### config.mk
export PLATFORM = sky130hd
export DESIGN_NAME = port_infifo
export DESIGN_NICKNAME = d
export VERILOG_FILES = /design/src/rtl/noc_pkg.sv /design/src/rtl/infifo_ram.sv /design/src/rtl/port_infifo.sv
export SDC_FILE = /design/constraint.sdc
export NUM_CORES = 1
export LEC_CHECK = 0
export CORE_MARGIN = 2
export CORE_UTILIZATION = 40
export DETAILED_ROUTE_END_ITERATION = 8
export PLACE_DENSITY = 0.69
export SETUP_SLACK_MARGIN = 0.05
export SLEW_MARGIN = 10
export SYNTH_ARGS = -nofsm -noshare
export SYNTH_HDL_FRONTEND = slang
export SYNTH_HIERARCHICAL = 1
export SYNTH_SLANG_ARGS = --single-unit
export TNS_END_PERCENT = 5
### constraint.sdc
create_clock -name rc_clk -period 4.9 [get_ports rc_clk]
set_input_delay 0.735 -clock rc_clk [delete_from_list [all_inputs] [get_ports rc_clk]]
set_output_delay 0.735 -clock rc_clk [all_outputs]
set_load 0.05 [all_outputs]
### src/rtl/noc_pkg.sv
// Shared router definitions: direction codes, one-hot port indices, flit width.
// Latency: none (constants and a pure combinational helper).
// Backpressure: not applicable.
package noc_pkg;

   localparam int DATASIZE_DEF = 40;

   // Direction codes carried alongside each flit
   localparam logic [3:0] DIR_N = 4'd0;
   localparam logic [3:0] DIR_E = 4'd1;
   localparam logic [3:0] DIR_W = 4'd2;
   localparam logic [3:0] DIR_S = 4'd3;
   localparam logic [3:0] DIR_L = 4'd4;

   // Bit positions in the one-hot output-port request {L,S,W,E,N}
   localparam int PORT_N = 0;
   localparam int PORT_E = 1;
   localparam int PORT_W = 2;
   localparam int PORT_S = 3;
   localparam int PORT_L = 4;

   // Map a direction code to its one-hot port request; illegal codes request nothing
   function automatic logic [4:0] dir_onehot(input logic [3:0] dir);
      logic [4:0] oh;
      oh = 5'b0;
      case (dir)
         DIR_N:   oh[PORT_N] = 1'b1;
         DIR_E:   oh[PORT_E] = 1'b1;
         DIR_W:   oh[PORT_W] = 1'b1;
         DIR_S:   oh[PORT_S] = 1'b1;
         DIR_L:   oh[PORT_L] = 1'b1;
         default: oh = 5'b0;
      endcase
      return oh;
   endfunction

endpackage

### src/rtl/infifo_ram.sv
// Storage for the input FIFO: DEPTH x WIDTH registers, one write port, one async read port.
// Latency: write lands on the clock edge; read is combinational from the address.
// Backpressure: none here; the owner decides when a write is legal.
module infifo_ram #(
   parameter int WIDTH = 44,
   parameter int DEPTH = 4,
   parameter int ADDRW = $clog2(DEPTH)
) (
   input  logic             clk,
   input  logic             we,
   input  logic [ADDRW-1:0] waddr,
   input  logic [WIDTH-1:0] wdata,
   input  logic [ADDRW-1:0] raddr,
   output logic [WIDTH-1:0] rdata
);

   // Contents are deliberately not reset: stale entries are never visible while empty
   logic [WIDTH-1:0] mem [DEPTH];

   // Capture the entry on an accepted write
   always_ff @(posedge clk) begin
      if (we) begin
         mem[waddr] <= wdata;
      end
   end

   assign rdata = mem[raddr];

endmodule

### src/rtl/port_infifo.sv
// Per-port FWFT input buffer: stores flit+direction, presents head with one-hot port request.
// Latency: a write at edge k is visible on rdata/rdir/req after edge k; pop likewise 1 edge.
// Backpressure: wfull stalls route computation; writes while full are dropped and flagged.
module port_infifo
   import noc_pkg::*;
#(
   parameter int DATASIZE = DATASIZE_DEF,
   parameter int DEPTH    = 4,
   parameter int ADDRW    = $clog2(DEPTH)
) (
   input  logic                rc_clk,
   input  logic                rst_n,
   input  logic                winc,
   input  logic [DATASIZE-1:0] wdata,
   input  logic [3:0]          wdir,
   output logic                wfull,
   output logic                rvalid,
   output logic [DATASIZE-1:0] rdata,
   output logic [3:0]          rdir,
   output logic [4:0]          req,
   input  logic                rready,
   output logic [ADDRW:0]      count,
   output logic                ovf_err,
   output logic                dir_err
);

   // Pointers carry an extra wrap bit so full and empty are distinguishable
   logic [ADDRW:0]          wptr;
   logic [ADDRW:0]          rptr;
   logic                    empty;
   logic                    push;
   logic                    pop;
   logic [DATASIZE+3:0]     head;

   // Full/empty come only from registered pointers, never from this cycle's strobes
   assign empty  = (wptr == rptr);
   assign wfull  = (wptr[ADDRW-1:0] == rptr[ADDRW-1:0]) && (wptr[ADDRW] != rptr[ADDRW]);
   assign count  = wptr - rptr;
   assign rvalid = ~empty;

   // A pop in the same cycle does not make room for a write: wfull is judged first
   assign push = winc & ~wfull;
   assign pop  = rvalid & rready;

   infifo_ram #(
      .WIDTH (DATASIZE + 4),
      .DEPTH (DEPTH),
      .ADDRW (ADDRW)
   ) u_ram (
      .clk   (rc_clk),
      .we    (push),
      .waddr (wptr[ADDRW-1:0]),
      .wdata ({wdir, wdata}),
      .raddr (rptr[ADDRW-1:0]),
      .rdata (head)
   );

   assign rdir  = head[DATASIZE+3:DATASIZE];
   assign rdata = head[DATASIZE-1:0];

   // Request is gated by rvalid so an empty FIFO never asks the allocator for a port
   assign req = rvalid ? dir_onehot(rdir) : 5'b0;

   // Advance pointers and latch sticky error flags
   always_ff @(posedge rc_clk or negedge rst_n) begin
      if (!rst_n) begin
         wptr    <= '0;
         rptr    <= '0;
         ovf_err <= 1'b0;
         dir_err <= 1'b0;
      end else begin
         if (push) begin
            wptr <= wptr + 1'b1;
         end
         if (pop) begin
            rptr <= rptr + 1'b1;
         end
         if (winc && wfull) begin
            ovf_err <= 1'b1;
         end
         if (push && (wdir > DIR_L)) begin
            dir_err <= 1'b1;
         end
      end
   end

endmodule
==> flow_summary.toml, run 1 <==
[place]
post-place-ws_ns = 1.37
gp_congestion = 0.701
place_hpwl_um = 7270
place_area_um2 = 8240
port_buffers = 103

[detailed_routing]
met1_length_um = 5160
wl_met2_um = 6190
top_layer = "met4"
met3RoutedLength_um = 567
drt_iter0_drc = 206
drt_wl_total_um = 12100
firstDrtPassIters = 4
drt-wirelength-per-cell_um = 18.8
drcViolationCount = 0
vias_per_cell = 4.98
ant_nets = 0
vias = 3194

[die]
dieHeight_um = 136
core_um2 = 17200
io_pins = 104
row_count = 48
start_util = 0.406
dieArea_um2 = 18500
die_w_um = 136

[global_route]
grt_usage = 0.141
antenna_found_initial = 0
grt_pass1_wl_um = 18900
grt_pass1_vias = 3514
grt_max_degree = 41
gr-total-overflow = 0

[final_layout]
drive_gt1_frac = 0.213
fillers = 1425
finalInstanceArea_um2 = 8760
n_antenna_cell = 0
nNetsFinal = 457
areaGrowthSynthToFinish_pct = 25.6

[cts]
clk_pin_slew_worst_paths_ns = 0.07
cts_root_buffer = "clkbuf_16"
cts_buffers = 17
clk_latency_ns = 0.43
postCtsResizedCells = 0
cts_hold_buf = 0
postCtsSetupBuffers = 0
cts_htree_levels = 4
cts_tree = "done"
clkSinkCount = 184
cts_buffer_depth = 2

[setup_path]
max_stage_delay_ns = 0.86
reg2reg_from = "rptr[1]"
arrival_ns = 3.20
path_class = "flip-flop to output pin"
cpLargestDelayFamily = "buffers and inverters"
startpoint = "rptr[0]"
cp.required_ns = 4.16
worst_r2r_endpoint = "u_ram/mem[2][12]"
r2r_slack_ns = 1.67
crit_chain = "mux4_1, a31o_4, nor4b_1, clkdlybuf4s50_1"
start_kind = "flip-flop"
r2r_cells = 7
end_kind = "output pin"
slowest_stage = "clkdlybuf4s50_1"
cp_max_fo = 25
cp_num_buf_inv = 1

[sta]
setup_viol = 0
finClkSkew_ns = 0.00781
fin_ws_ns = 0.966
rsz0062_at_grt = "false"
fmax_mhz = 254
period_minus_slack_ns = 3.93
finalSetupTns_ns = 0
hold_viol = 0
fin_crit_sh = 0.803
worst_slew_pin_slew_ns = 1.15
max_slew_margin = 0.232
slew_violations = 0

[yosys]
synth_edf_count = 176
synthCells = 285
synth_seq_cells = 184
synthXorXnorAreaFrac = 0.00610
yosys.area.top_type = "edfxtp_1"
muxShareOfSynthArea = 0.151
synth.distinct_cells = 33
synth_area_per_cell_um2 = 24.5
synth_compound_area_frac = 0.00969
synth-simple-area-share = 0.0158
synth.top_cells.by_area = "edfxtp_1, mux4_2, dfrtp_1, mux4_1, buf_12"
synth_area_um2 = 6980
synth_warnings = 6
synthAdderAreaFrac = 0.0100
synth_ff_type = "edfxtp_1"
yosysTopAreaCellShare = 0.758
synthArstFlopShare = 0.0435
synth_top_family_by_area = "multiplexers"
yosysSeqAreaShare = 0.786
syn_nets = 338

[hold_path]
hp-class = "flip-flop to flip-flop"
hold_depth = 1
whs_endpoint = "ovf_err"
min_from = "ovf_err"

[run]
drv_cap = 0

[run_status]
outcome = "completed"
kinds of logic after synthesis:
family,Yosys count
AND/OR/NAND/NOR,18
multiplexers,48
flip-flops,184
adder cells (fa/ha/maj),5
AO/OA/AOI/OAI,8
buffers and inverters,18
XOR/XNOR,4
flip-flops by register name, summed over array words and instances (netlist names):
signal,cells
wptr,3
u_ram/mem,176
rptr,3
ovf_err,1
dir_err,1
through the flow:
stage | util | hold slack, ns | instances
after floorplan | - | 0.439 | 285
after global placement | 0.480 | 0.443 | 610
after detailed placement | 0.480 | 0.446 | 610
after CTS | 0.510 | 0.467 | 642
after global routing | 0.510 | 0.481 | 642
final | 0.510 | 0.463 | 642
worst register-to-register path: cells and delay by family, from the launching register on:
kind | cells | cell delay [ns]
DFF | 1 | 0.78
buffers and inverters | 3 | 0.54
and+or+nand+nor | 2 | 1.15
adders and majority gates | 1 | 0.35
AOI/OAI and AO/OA | 1 | 0.12
synthesized netlist by cell type (2+ instances only):
| cell | number |
|---|---|
| edfxtp_1 | 176 |
| mux4_2 | 40 |
| dfrtp_1 | 8 |
| inv_1 | 8 |
| nand2_1 | 6 |
| buf_12 | 4 |
| buf_2 | 4 |
| ha_1 | 4 |
| mux4_1 | 4 |
| xnor2_1 | 3 |
| and3b_1 | 2 |
| mux2_2 | 2 |
| nor2_1 | 2 |
| nor4b_1 | 2 |
| o21ai_0 | 2 |
routing by layer:
layer / up-vias / global-route usage
li1: 1441 / -
met1: 1661 / 0.173
met3: 14 / 0.0462
met5: - / 0
met2: 78 / 0.238
met4: 0 / 0.0486
layout make-up:
type | instances | area, µm² | area share
clock buffer | 19 | 433 | 0.0494
clock inverter | 13 | 82.6 | 0.00943
inverter | 8 | 30.0 | 0.00343
multi-input combinational | 83 | 1360 | 0.155
sequential | 184 | 5490 | 0.627
tap | 225 | 282 | 0.0321
timing repair buffer | 110 | 1080 | 0.124
cells in the final DEF, fill, tap and decap left out, types with 2 or more instances in the layout:
cell type,count
clkdlybuf4s50_1,103
mux4_2,40
edfxtp_1,176
ha_1,4
clkbuf_16,17
and3b_2,2
nor4b_1,2
nand2_1,6
dfrtp_1,6
xnor2_1,3
clkbuf_1,2
o21ai_0,2
nor2_1,2
buf_4,7
clkinv_2,4
mux2_2,2
mux4_1,4
clkinv_1,2
inv_1,8
clkinvlp_4,5
how the worst max path moves through the flow:
stage	slack, ns	cells past startpoint	to
2_1_floorplan	0.80	4	req[1]
3_3_place_gp	1.37	4	req[1]
3_5_place_dp	1.37	4	req[1]
4_1_cts	0.89	4	req[1]
5_1_grt	0.77	4	req[1]
6_report	0.97	4	req[1]
Power of run 1 is left out: the tool's default activity adds up to more than one toggle a clock period on the data nets, which glitch-free logic cannot reach.
==> run 2, diff against run 1 <==
Settings changed: PLACE_DENSITY 0.69 to 0.67.
Clock period 4.9 ns to 3.96 ns, I/O delays scaled along.
==> run 2 against run 1 <==
Worst setup slack got worse by 0.64 ns. Die area unchanged. Utilization increased by 0.33 points. Sequential share of layout area decreased by 0.41 points. Cell count increased by 0.16%. Flip-flop and latch count unchanged. Clock-buffer cell count increased by 1. Worst hold slack improved by 0.0021 ns. Non-clock buffer count increased by 1. Routed wire length increased by 4.3%. Global-route usage increased by 0.42 points. First-iteration DRC count increased by 2.4%.
==> flow_summary.toml, run 2 (synthesized netlist as in run 1, its figures left out) <==
[run_status]
outcome = "completed"

[die]
die_w_um = 136
dieHeight_um = 136
row_count = 48
core_um2 = 17200
io_pins = 104
start_util = 0.406
dieArea_um2 = 18500

[detailed_routing]
wl_met2_um = 6230
vias_per_cell = 5.09
top_layer = "met5"
drt_wl_total_um = 12600
vias = 3272
met1_length_um = 5660
drt-wirelength-per-cell_um = 19.6
drt_iter0_drc = 211
firstDrtPassIters = 4
ant_nets = 0
drcViolationCount = 0
met3RoutedLength_um = 539

[cts]
cts_hold_buf = 0
clk_latency_ns = 0.42
cts_root_buffer = "clkbuf_16"
cts_buffer_depth = 2
postCtsResizedCells = 0
cts_tree = "done"
postCtsSetupBuffers = 0
cts_htree_levels = 4
clkSinkCount = 184
clk_pin_slew_worst_paths_ns = 0.07
cts_buffers = 17

[global_route]
antenna_found_initial = 1
grt_pass1_vias = 3492
grt_max_degree = 45
grt_pass1_wl_um = 19500
grt_usage = 0.146
gr-total-overflow = 0

[setup_path]
cp_max_fo = 22
reg2reg_from = "rptr[1]"
start_kind = "flip-flop"
path_class = "flip-flop to output pin"
r2r_cells = 7
end_kind = "output pin"
r2r_slack_ns = 1.08
arrival_ns = 3.04
worst_r2r_endpoint = "u_ram/mem[1][22]"
cp.required_ns = 3.37

[final_layout]
fillers = 1399
reg_top3 = "u_ram/mem: 176 flops, rptr: 3 flops, wptr: 3 flops"
areaGrowthSynthToFinish_pct = 26.4
drive_gt1_frac = 0.213
top_register = "u_ram/mem"
largest_reg_flops = 176
nNetsFinal = 458
n_antenna_cell = 0
layout_commonest_cell = "edfxtp_1"
final_cell_mix = "edfxtp_1, clkdlybuf4s50_1, mux4_2"

[sta]
fmax_mhz = 275
hold_viol = 0
fin_crit_sh = 0.918
slew_violations = 0
rsz0062_at_grt = "false"
period_minus_slack_ns = 3.63
finalSetupTns_ns = 0
max_slew_margin = 0.544
setup_viol = 0
finClkSkew_ns = 0.00639
worst_slew_pin_slew_ns = 0.684

[place]
gp_congestion = 0.710
port_buffers = 103
place_hpwl_um = 7590

[hold_path]
hp-class = "primary input to async pin"

[run]
drv_cap = 0
-- run 2: metrics by stage --
step | instances | worst slack, ns | cell area [µm²] | utilization | hold WS (ns)
final | 643 | 0.326 | 8820 | 0.513 | 0.465
after detailed placement | 611 | 0.706 | 8280 | 0.482 | 0.443
after CTS | 643 | 0.245 | 8820 | 0.513 | 0.457
after global placement | 611 | 0.723 | 8280 | 0.482 | 0.444
after floorplan | 285 | 0.00300 | 6980 | - | 0.298
after global routing | 643 | 0.118 | 8820 | 0.513 | 0.468
-- run 2: layout make-up --
cell class	count	area, µm²	share of cell area
repair buffers	111	1120	0.127
inverters	8	30.0	0.00341
flip-flops and latches	184	5490	0.623
multi-input cells	83	1360	0.154
clock inverters	12	104	0.0118
well taps	225	282	0.0319
clock buffers	20	437	0.0495
-- run 2: worst max-delay path by stage --
stage | start | end | slack, ns | depth (start not counted)
2_1_floorplan | rptr[0] | req[1] | 0.003 | 4
3_3_place_gp | rptr[1] | count[1] | 0.72 | 4
3_5_place_dp | rptr[1] | req[2] | 0.71 | 5
4_1_cts | rptr[1] | req[2] | 0.25 | 5
5_1_grt | rptr[1] | req[2] | 0.12 | 5
6_report | rptr[1] | req[2] | 0.33 | 5
-- run 2: critical path, stage by stage, from the launching register on --
cell             delay, ns
dfrtp_2               0.73
inv_1                 0.09
ha_1                  0.36
a31o_4                0.27
nor4b_1               0.29
clkdlybuf4s50_1       0.88
-- run 2: metal layers --
layer,track usage,vias to the layer above
met2,0.233,78
met1,0.191,1737
met5,0,-
met4,0.0538,2
met3,0.0421,13
li1,-,1442
Power of run 2 is left out for the same reason.
